===== config.mk =====
export PLATFORM = sky130hd
export DESIGN_NAME = imem_boot_loader
export DESIGN_NICKNAME = d
export VERILOG_FILES = /design/src/rtl/imem_boot_loader.sv
export SDC_FILE = /design/constraint.sdc
export NUM_CORES = 1
export LEC_CHECK = 0
export BUFFER_PORTS_ARGS = -buffer_cell sky130_fd_sc_hd__buf_2
export CORE_UTILIZATION = 55
export CTS_CLUSTER_SIZE = 30
export DETAILED_ROUTE_END_ITERATION = 12
export GPL_TIMING_DRIVEN = 1
export PLACE_DENSITY = 0.85
export SYNTH_ARGS = -nofsm -noshare
export SYNTH_HDL_FRONTEND = slang
export SYNTH_SLANG_ARGS = --single-unit

===== constraint.sdc =====
create_clock -name clk_i -period 4.19 [get_ports clk_i]
set_input_delay 0.2095 -clock clk_i [delete_from_list [all_inputs] [get_ports clk_i]]
set_output_delay 0.2095 -clock clk_i [all_outputs]
set_load 0.005 [all_outputs]

===== src/rtl/imem_boot_loader.sv =====
// ---------------------------------------------------------------------------------------------
// imem_boot_loader
//
// Boot/program-load controller between a host word stream and the PikaRISC instruction memory
// write port. It holds the core in reset, optionally zero-fills the whole instruction memory,
// writes a program of load_len words at word addresses 0..load_len-1, waits RESET_HOLD cycles
// after the final write and then releases the core's reset.
//
// Parameters:
//   ADDR_WIDTH  instruction memory word-address width
//   DEPTH       number of instruction words (must equal 2**ADDR_WIDTH)
//   CLEAR_EN    1: zero-fill all DEPTH words before loading, 0: go straight to loading
//   RESET_HOLD  cycles cpu_reset stays high after the last program write (>= 1)
//
// Ports:
//   clk_i             system clock, rising edge
//   reset_i           asynchronous active-high reset, returns everything to IDLE
//   start_i           begin a load (sampled only in IDLE or RUN)
//   load_len_i        program length in words, sampled with start_i
//   in_valid_i        host word valid
//   in_data_i         host instruction word
//   in_ready_o        loader accepts a word this cycle (decoded from state, high only in LOAD)
//   imem_wr_en_o      instruction memory write strobe (registered)
//   imem_wr_addr_o    word index, zero-extended (registered)
//   imem_wr_data_o    write data (registered)
//   cpu_reset_o       active-high reset to the core (registered)
//   busy_o            high in CLEAR, LOAD and RELEASE (registered)
//   done_o            high in RUN (registered)
//   error_o           sticky illegal-length flag, cleared by the next legal start (registered)
//   words_loaded_o    words accepted in the current load (registered)
// ---------------------------------------------------------------------------------------------
module imem_boot_loader #(
  parameter int unsigned ADDR_WIDTH = 8,
  parameter int unsigned DEPTH      = 256,
  parameter bit          CLEAR_EN   = 1'b1,
  parameter int unsigned RESET_HOLD = 4
) (
  input  logic                  clk_i,
  input  logic                  reset_i,
  input  logic                  start_i,
  input  logic [ADDR_WIDTH:0]   load_len_i,
  input  logic                  in_valid_i,
  input  logic [31:0]           in_data_i,
  output logic                  in_ready_o,
  output logic                  imem_wr_en_o,
  output logic [31:0]           imem_wr_addr_o,
  output logic [31:0]           imem_wr_data_o,
  output logic                  cpu_reset_o,
  output logic                  busy_o,
  output logic                  done_o,
  output logic                  error_o,
  output logic [ADDR_WIDTH:0]   words_loaded_o
);

  localparam int unsigned CntW  = ADDR_WIDTH + 1;
  localparam int unsigned HoldW = (RESET_HOLD > 1) ? $clog2(RESET_HOLD) : 1;

  localparam logic [CntW-1:0]       DepthLen = CntW'(DEPTH);
  localparam logic [ADDR_WIDTH-1:0] AddrMax  = ADDR_WIDTH'(DEPTH - 1);
  localparam logic [HoldW-1:0]      HoldMax  = HoldW'(RESET_HOLD - 1);

  typedef enum logic [2:0] {
    StIdle,
    StClear,
    StLoad,
    StRelease,
    StRun
  } state_e;

  // Control state
  state_e                state_q, state_d;
  logic [CntW-1:0]       len_q, len_d;
  logic [ADDR_WIDTH-1:0] clr_cnt_q, clr_cnt_d;
  logic [HoldW-1:0]      hold_cnt_q, hold_cnt_d;
  logic [CntW-1:0]       words_q, words_d;
  logic                  error_q, error_d;

  // Registered outputs
  logic                  wr_en_q, wr_en_d;
  logic [ADDR_WIDTH-1:0] wr_addr_q, wr_addr_d;
  logic [31:0]           wr_data_q, wr_data_d;
  logic                  cpu_reset_q, cpu_reset_d;
  logic                  busy_q, busy_d;
  logic                  done_q, done_d;

  logic            len_legal;
  logic            accept;
  logic [CntW-1:0] words_inc;

  assign len_legal = (load_len_i != '0) && (load_len_i <= DepthLen);
  assign accept    = in_valid_i && (state_q == StLoad);
  assign words_inc = words_q + CntW'(1);

  // -------------------------------------------------------------------------------------------
  // State register
  // -------------------------------------------------------------------------------------------
  always_ff @(posedge clk_i or posedge reset_i) begin
    if (reset_i) begin
      state_q     <= StIdle;
      len_q       <= '0;
      clr_cnt_q   <= '0;
      hold_cnt_q  <= '0;
      words_q     <= '0;
      error_q     <= 1'b0;
      wr_en_q     <= 1'b0;
      wr_addr_q   <= '0;
      wr_data_q   <= '0;
      cpu_reset_q <= 1'b1;
      busy_q      <= 1'b0;
      done_q      <= 1'b0;
    end else begin
      state_q     <= state_d;
      len_q       <= len_d;
      clr_cnt_q   <= clr_cnt_d;
      hold_cnt_q  <= hold_cnt_d;
      words_q     <= words_d;
      error_q     <= error_d;
      wr_en_q     <= wr_en_d;
      wr_addr_q   <= wr_addr_d;
      wr_data_q   <= wr_data_d;
      cpu_reset_q <= cpu_reset_d;
      busy_q      <= busy_d;
      done_q      <= done_d;
    end
  end

  // -------------------------------------------------------------------------------------------
  // Next-state logic
  // -------------------------------------------------------------------------------------------
  always_comb begin
    state_d    = state_q;
    len_d      = len_q;
    clr_cnt_d  = clr_cnt_q;
    hold_cnt_d = hold_cnt_q;
    words_d    = words_q;
    error_d    = error_q;

    unique case (state_q)
      // start is only honoured while the core is parked or running; a restart from RUN
      // behaves exactly like a fresh start from IDLE.
      StIdle, StRun: begin
        if (start_i) begin
          if (len_legal) begin
            len_d     = load_len_i;
            error_d   = 1'b0;
            words_d   = '0;
            clr_cnt_d = '0;
            state_d   = CLEAR_EN ? StClear : StLoad;
          end else begin
            error_d = 1'b1;
          end
        end
      end

      // clr_cnt_q is the address being written in the current cycle.
      StClear: begin
        if (clr_cnt_q == AddrMax) begin
          state_d = StLoad;
        end else begin
          clr_cnt_d = clr_cnt_q + ADDR_WIDTH'(1);
        end
      end

      // Leaving LOAD on the last accept drops in_ready for the following cycle, so the host
      // can never push one word too many.
      StLoad: begin
        if (accept) begin
          words_d = words_inc;
          if (words_inc == len_q) begin
            state_d    = StRelease;
            hold_cnt_d = '0;
          end
        end
      end

      // RELEASE is entered on the final accept edge, so RESET_HOLD cycles spent here place
      // the falling edge of cpu_reset exactly RESET_HOLD edges after that accept.
      StRelease: begin
        if (hold_cnt_q == HoldMax) begin
          state_d = StRun;
        end else begin
          hold_cnt_d = hold_cnt_q + HoldW'(1);
        end
      end

      default: begin
        state_d = StIdle;
      end
    endcase
  end

  // -------------------------------------------------------------------------------------------
  // Output logic: every output except in_ready is registered, so the values are derived from
  // the next state and land in the same cycle as the state they describe.
  // -------------------------------------------------------------------------------------------
  always_comb begin
    wr_en_d   = 1'b0;
    wr_addr_d = wr_addr_q;
    wr_data_d = wr_data_q;

    if (state_d == StClear) begin
      wr_en_d   = 1'b1;
      wr_addr_d = clr_cnt_d;
      wr_data_d = '0;
    end else if (accept) begin
      // words_q never exceeds DEPTH-1 at an accept, so the low bits are the full address.
      wr_en_d   = 1'b1;
      wr_addr_d = words_q[ADDR_WIDTH-1:0];
      wr_data_d = in_data_i;
    end

    cpu_reset_d = (state_d != StRun);
    done_d      = (state_d == StRun);
    busy_d      = (state_d == StClear) || (state_d == StLoad) || (state_d == StRelease);
  end

  assign in_ready_o     = (state_q == StLoad);
  assign imem_wr_en_o   = wr_en_q;
  assign imem_wr_addr_o = 32'(wr_addr_q);
  assign imem_wr_data_o = wr_data_q;
  assign cpu_reset_o    = cpu_reset_q;
  assign busy_o         = busy_q;
  assign done_o         = done_q;
  assign error_o        = error_q;
  assign words_loaded_o = words_q;

endmodule

-- Word level (Yosys, flattened, before mapping)
Cells that the tools add are included.
- register bits: 76
- bits in latches: 0
- memory bits (writable): 0
- ROM bits: 0
- input bits: 45
- output and inout bits: 79
- word-level logic and storage cells: 73
- memories kept: 0
- add/sub/neg operators: 3
- $mul: 0
- divide/modulo/power cells: 0
- order comparisons: 1
- eq/ne operators: 17
- shift operators: 0
- multiplexer cells: 26
- bitwise operators: 0
- reduce and logical (&&, ||, !) cells: 14
- operator list (kind ; number):
    2-to-1 mux 32 bit ; 2
    2-to-1 mux 8 bit ; 5
    2-to-1 mux 9 bit ; 3
    2-to-1 mux 3 bit ; 6
    case mux 9 bit (2 select lines) ; 1
    case mux 8 bit (2 select lines) ; 1
    == test 3 x 2 -> 1 bit (second input constant) ; 4
    case mux 3 bit (4 select lines) ; 1
    adder 9 x 1 -> 9 bit (second input constant) ; 1
    == test 9 bit ; 1
    less-or-equal comparator 9 bit (second input constant) ; 1
    nonzero test 9 bit ; 1
    adder 8 x 1 -> 8 bit (second input constant) ; 1
    == test 8 bit (second input constant) ; 1
    AND reduction 4 bit ; 2
    == test 3 x 1 -> 1 bit (second input constant) ; 2
    == test 3 bit (second input constant) ; 2
    2-to-1 mux 2 bit ; 3
    != test 2 bit (second input constant) ; 3
    nonzero test 2 bit ; 3
    != test 2 x 1 -> 1 bit (second input constant) ; 2
    case mux 2 bit (2 select lines) ; 1
    zero test 3 bit ; 1
    2-to-1 mux 1 bit ; 3
    other kinds (8) ; 10

-- Longest topological paths before layout
Gate-level depths: netlist of the first run.
- depth after elaboration: 8
- mapped depth: 8
- gate-level depth less buffers: 7

-- Worst setup path before layout of the first run
No wires, ideal clock.
- path type: input -> register
- start point: input load_len_i[5]
- end point: register len_q[0]
- library setup time: 125 ps
- arrival time: 1771 ps
- required time: 4065 ps
- path slack: 2295 ps
- stages: 5
- buffers on the path: 1
- cells stage by stage: or4_4 > or3_4 > nand4_1 > buf_4 > mux2_2
- word-level cells in the longest chain between the ends: 3
- elaborated cells on any way between the ends: 4
- classes of those cells: order compare (1); reduce/logical (3)
- RTL lines (what ; RTL line ; source):
    from (decl) ; 41 ; input logic [ADDR_WIDTH:0] load_len_i,
    less-or-equal comparator 9 bit / nonzero test 9 bit (equally long branches) ; 90 ; assign len_legal = (load_len_i != '0) && (load_len_i <= DepthLen);
    logical AND 1 bit (*) ; 90 ;
    AND reduction 3 bit (no line) (*) ; - ;
    to (signal assigned) ; 113 ; len_q <= len_d;
    to (decl) ; 72 ; logic [CntW-1:0] len_q, len_d;
Every way passes the cells marked *; elsewhere a longest branch is shown, timed or not.
A chain may end at the register's enable or synchronous reset.

-- Final worst setup path of the first run
- start point: register clr_cnt_q[0]
- end point: register wr_data_q[15], in the netlist imem_wr_data_o[15]
- word-level cells in the longest chain between the ends: 5
- elaborated cells on any way between the ends: 6
- classes of those cells: eq/ne (2); mux (3); reduce/logical (1)
- RTL lines (what ; RTL line ; source):
    from (decl) ; 73 ; logic [ADDR_WIDTH-1:0] clr_cnt_q, clr_cnt_d;
    from (signal assigned) ; 114 ; clr_cnt_q <= clr_cnt_d;
    == test 8 bit (*) ; 157 ; if (clr_cnt_q == AddrMax) begin
    2-to-1 mux 3 bit (*) ; 157 ;
    case mux 3 bit (4 select lines) (*) ; 138 ; unique case (state_q)
    == test 3 x 1 -> 1 bit (*) ; 201 ; if (state_d == StClear) begin
    2-to-1 mux 32 bit / nonzero test 2 bit (equally long branches) ; - ;
    to (signal assigned) ; 120 ; wr_data_q <= wr_data_d;
    to (decl) ; 81 ; logic [31:0] wr_data_q, wr_data_d;
Marked as above.

==> metrics, run 1 <==
ANT cells=0; top cells by area, synth=dfrtp_1 (50%), nand2_1 (8.9%), a21oi_1 (5.2%); CTS Buffer Depth=2; die area=approximately 7000 sq um; H-Tree Depth=3; total gr overflow=0; dpl cells=~560; final setup margin=~1.9 ns; design area=about 4400 sq um; largest fanout on the critical path=31; Post-CTS Resized=0; Synth area leader=dfrtp_1; number of buffers inserted by hold repair at cts=0; sequential element share of the synthesized area=0.503; commonest non-fill, non-tap cell in the layout=buf_2; initial antenna violation count=0; Slew headroom=0.285; worst path required time=4.43 ns; Synth top area share=0.496; syn_area_per_cell=between 9 and 10 sq um; Setup CP Type=reg2reg; worst reg2reg setup slack=1.86 ns; Fillers=470; Synth cell types=50; status=finished with violations; Worst path slowest cell=a21oi_4; period utilization=0.556; buffers and inverters on the worst path=1; Slew @ Worst Pin=between 1 and 1.5 ns; hpwl dp=~6100 microns; startpoint types=flop; number of placement rows=29; Clk Latency, worst-skew pair=between 0.3 and 0.4 ns; EDFF count, synth=0; number of synthesized register bits=76; routed length per placed instance=around 15 microns; Sink Count=76; layout cell share with drive strength beyond 1=0.287; Layout Nets=between 500 and 600; min Tclk post-route=2.33 ns; Post-CTS Setup Repair Bufs=0; largest net degree at the start of global routing=54; Top delay family on crit path=compound AO/OA/AOI/OAI gates; PwrDens=approximately 300 nW/um^2; Post-Synthesis Cells=between 300 and 400; DRT Wirelength=approximately 8400 microns; GPL Wtd Cong=roughly 0.85; CP endpoint kind=flop; P&R area growth vs syn=15.9%; PortBufs=99; initial DRC count=~320; I/O pins=between 100 and 150; Tot Pwr=about 1.3 mW; Setup TNS Final=0 ns; Chip Width=around 85 microns; Max-Cap Viols=0; RSZ-0062 raised after global routing=no; via count=3094; first-pass GRT wire length=13900 microns; Routed Antenna Nets=0; Worst Hold Class=in2reg; Core Area=between 6000 and 7000 sq um; max incr delay on CP=between 0.6 and 0.7 ns; Post-Syn Area=~3800 sq um; Max Fclk=430 MHz; vias per cell=between 5 and 6; clock-pin slew on the worst setup and hold paths=roughly 0.090 ns; failing checks=design-rule violations; VDD IR max=189 uV; 1st-pass router iterations=9; endpoints failing hold=0; number of remaining DRC errors=9; Post-synth top flop=dfrtp_1; critical-path cell list=ha_1, nand3_1, nand3b_1, a21oi_4, buf_4, a21oi_1; Setup WS pre-CTS=approximately 1.6 ns; DP Area=roughly 4200 sq um; Root Driver=clkbuf_8; Post-Layout Cell Count=571; Pleak=roughly 2.1 nW; Total GRT Usage=0.249; Worst Hold Slack=0.0719 ns; setup violators final=0; Async S/R FF share, synth=1.00; CTS tree=done; Initial Utilization=0.582; data arrival time of the worst path=around 2.6 ns; final worst clock skew=roughly 0.010 ns; via count of the first global-routing pass=about 3000; commonest cells after routing, fill and taps aside=buf_2 (99), nand2_1 (90), dfrtp_1 (75), a21oi_1 (39), conb_1 (24); Warnings, synthesis=0; number of max-slew violations in the final report=0; Die Y=84.9 microns; fin util=0.675; CTS buffer count=9
==> cell type report <==
type / instances / area (sq um) / area share
clock buffer: 9 / 124 / 0.0283
clock inverter: 7 / 58.8 / 0.0134
inverter: 6 / 22.5 / 0.00514
multi-input combinational: 293 / 1650 / 0.377
sequential: 76 / 1900 / 0.434
tap: 77 / 96.3 / 0.0220
timing repair buffer: 103 / 526 / 0.120
==> worst reg2reg max path: stages, from the launching register on <==
cell,delay [ns]
dfrtp_1,0.46
ha_1,0.33
nand3_1,0.18
nand3b_1,0.15
a21oi_4,0.65
buf_4,0.37
a21oi_1,0.07
==> sequential cells by signal, summed over array words and instances (netlist names), 2 cells and up <==
signal          flops
state_q             3
wr_addr_q           8
hold_cnt_q          2
clr_cnt_q           8
imem_wr_data_o     32
words_loaded_o      9
len_q               9
==> kinds of logic (layout without fill, tap and decap cells) <==
family	count (synthesis)	in the layout	share of synthesized area
buf+inv	52	125	0.0841
simple gates	150	150	0.189
flops	76	76	0.503
fa+ha+maj	3	3	0.00993
compound gates	84	84	0.131
mux	17	17	0.0477
xor+xnor	15	15	0.0347
other cells	1	24	0.000992
==> per-layer routing <==
metal	up-vias	wire length, microns	part of all wire	global-route usage
met5	-	0	0	0
met4	0	173	0.021	0.129
met3	17	424	0.050	0.0467
met2	97	4330	0.51	0.408
met1	1490	3490	0.41	0.316
li1	1490	-	-	-
==> cell usage after synthesis, types with 6 or more instances <==
cell type	n
xor2_1	9
buf_4	26
buf_2	8
inv_1	6
mux2i_1	9
o21ai_0	21
nor2_1	12
nand2_1	90
clkbuf_1	10
xnor2_1	6
a21oi_1	39
mux2_2	8
nand3_1	9
dfrtp_1	75
==> report_power, final <==
part	internal, mW	total [mW]	switching, mW
clock network	0.223	0.517	0.294
logic	0.0165	0.0452	0.0287
registers	0.733	0.733	0
==> worst paths after layout <==
| path | startpoint | to | cells after the start |
|---|---|---|---|
| setup / recovery | clr_cnt_q[0] | imem_wr_data_o[15] | 6 |
| hold / removal | in_data_i[4] | imem_wr_data_o[4] | 3 |
| setup reg to reg | clr_cnt_q[0] | imem_wr_data_o[15] | 6 |
| hold reg to reg | imem_wr_data_o[17] | imem_wr_data_o[17] | 2 |
| max in group asynchronous | reset_i | clr_cnt_q[6] | 3 |
| min in group asynchronous | reset_i | imem_wr_data_o[7] | 2 |
Note: power is estimated with default switching activity, not from simulation.
==> run 2: changes to the inputs <==
Settings changed: CORE_UTILIZATION 55 to 46, PLACE_DENSITY 0.85 to 0.76.
Clock period 4.19 ns to 2 ns, I/O delays scaled along.
==> run 2 against run 1 <==
The run now ends clean. Register-to-register slack worse by 1.7 ns. Clock skew about the same. Largest power group unchanged. First-iteration DRC count down 23%. Critical endpoint is now hold_cnt_q[0]. Hold slack worse by 0.072 ns. Combinational power rose to 3.6 times the previous value. Utilization down 1.8 points.
==> metrics, run 2 (synthesis gave the netlist of run 1 again) <==
Die Y=92.7 microns (+9.1%); worst reg2reg setup slack=0.13 ns (-1.73 ns); period utilization=0.934 (+0.378); number of remaining DRC errors=0 (-9); CTS tree=done; Chip Width=92.7 microns (+9.1%); Worst Hold Class=in2reg; DRT Wirelength=10100 microns (+19%); VDD IR max=337 uV (+78%); Hold Crit Depth=2 (-1); first-pass GRT wire length=16100 microns (+16%); routed length per placed instance=15.1 microns (+2.5%); die area=8590 sq um (+19%); max reg flops=32 (unchanged); Pleak=2.49 nW (+16%); design area=5160 sq um (+18%); layout cell share with drive strength beyond 1=0.307 (+0.0198); number of placement rows=32 (+10%); Post-Layout Cell Count=665 (+16%); Total GRT Usage=0.241 (-0.00702); number of max-slew violations in the final report=0 (unchanged); Clk Latency, worst-skew pair=0.36 ns (about the same); Core Area=7850 sq um (+21%); worst path required time=2.23 ns (-2.20 ns); initial DRC count=247 (-23%); vias per cell=5.19 (-4.3%); hold path endpoint=len_q[6]; dpl cells=609 (+9.7%); Setup CP Type=reg2reg; via count of the first global-routing pass=3298 (+13%); PwrDens=605 nW/um^2 (+100%); clock-pin slew on the worst setup and hold paths=0.08 ns (about the same); total gr overflow=0 (unchanged); CTS Buffer Depth=2 (unchanged); commonest cells after routing, fill and taps aside=buf_2 (99), nand2_1 (90), dfrtp_1 (74), dlygate4sd3_1 (40), a21oi_1 (39); 1st-pass router iterations=4 (-5); Reg-to-Reg End=hold_cnt_q[0]; Slew headroom=0.582 (+0.297); DP Area=4500 sq um (+7.2%); min Tclk post-route=1.87 ns (-0.460 ns); CTS buffer count=9 (unchanged); origin of the critical flop-to-flop path=words_loaded_o[0]; endpoints failing hold=0 (unchanged); Worst Hold Slack=0.000171 ns (-0.0718 ns); status=finished clean; Max Fclk=535 MHz (+25%); initial antenna violation count=0 (unchanged); data arrival time of the worst path=2.09 ns (-0.48 ns); ANT cells=0 (unchanged); hpwl dp=6610 microns (+8.8%); hold wc startpoint=load_len_i[6]; largest fanout on the critical path=6 (-81%); H-Tree Depth=3 (unchanged); PortBufs=99 (unchanged); final worst clock skew=0.0106 ns (+0.000469 ns); Sink Count=76 (unchanged); largest net degree at the start of global routing=50 (-7.4%); startpoint types=flop; Worst R2R Path Depth=8 (+2); Max-Cap Viols=0 (unchanged); Root Driver=clkbuf_8; Tot Pwr=3.12 mW (+140%); via count=3449 (+11%); Routed Antenna Nets=0 (unchanged); Initial Utilization=0.482 (-0.100); CP endpoint kind=flop; P&R area growth vs syn=36.4%; GPL Wtd Cong=0.877 (+3.6%); I/O pins=124 (unchanged); commonest non-fill, non-tap cell in the layout=buf_2; Setup TNS Final=0 ns (unchanged); Layout Nets=606 (+13%); setup violators final=0 (unchanged); Slew @ Worst Pin=0.626 ns (-0.445 ns); RSZ-0062 raised after global routing=no
==> run 2: cell types whose count changed in the layout (fill, tap and decap cells not counted), sizes merged <==
cell         change
dlygate4sd3     +40
bufinv           +3
clkbuf           +1
clkinv           -1
buf             +29
inv              -3
==> run 2: worst max-delay path, cell delays in order, from the launching register on <==
cell	delay (ns)
dfrtp_1	0.39
ha_1	0.23
buf_4	0.17
nand2_1	0.05
nor2_1	0.18
xnor2_1	0.20
o2111ai_1	0.17
nor2_1	0.21
o21ai_0	0.13
==> run 2: where the power goes <==
| part | leakage, nW | switching (mW) | internal (mW) |
|---|---|---|---|
| clock | 0.117 | 0.590 | 0.832 |
| combinational | 1.40 | 0.0746 | 0.0897 |
| sequential | 0.980 | 0 | 1.54 |
==> run 2: metal layers <==
layer / up-vias / track usage / wire length (microns)
met5: - / 0 / 0
met4: 0 / 0.109 / 243
met3: 23 / 0.0353 / 472
met2: 117 / 0.412 / 5230
met1: 1681 / 0.304 / 4110
li1: 1628 / - / -
==> run 2: cell type report <==
cell class / instances / area, sq um
clock buffer: 10 / 128
multi-input combinational: 293 / 1670
sequential: 76 / 1900
inverter: 6 / 26.3
clock inverter: 6 / 111
timing repair buffer: 172 / 1190
tap: 102 / 128
fill: 611 / 2690
==> run 2: how the worst max path moves through the flow <==
stage / from / end / slack [ns] / cells past startpoint
after floorplan: words_loaded_o[0] / busy_o / 0.21 / 7
after global routing: words_loaded_o[0] / hold_cnt_q[0] / 0.004 / 8
after global placement: load_len_i[5] / len_q[2] / 0.05 / 6
after detailed placement: load_len_i[5] / len_q[3] / 0.03 / 6
final: words_loaded_o[0] / hold_cnt_q[0] / 0.13 / 8
after CTS: words_loaded_o[3] / hold_cnt_q[0] / 0.07 / 8
==> run 2: repair_timing <==
action	4_1_cts	5_1_grt
hold endpoints to repair	64	2
buffers inserted	0	0
hold buffers	38	2
setup endpoints to repair	0	3
resized for setup	0	3
==> run 2: through the flow <==
stage               utilization  setup WS [ns]
floorplan                     -          0.214
global placement          0.574         0.0509
detailed placement        0.574         0.0325
CTS                       0.653         0.0693
global route              0.657        0.00351
finish                    0.657          0.132
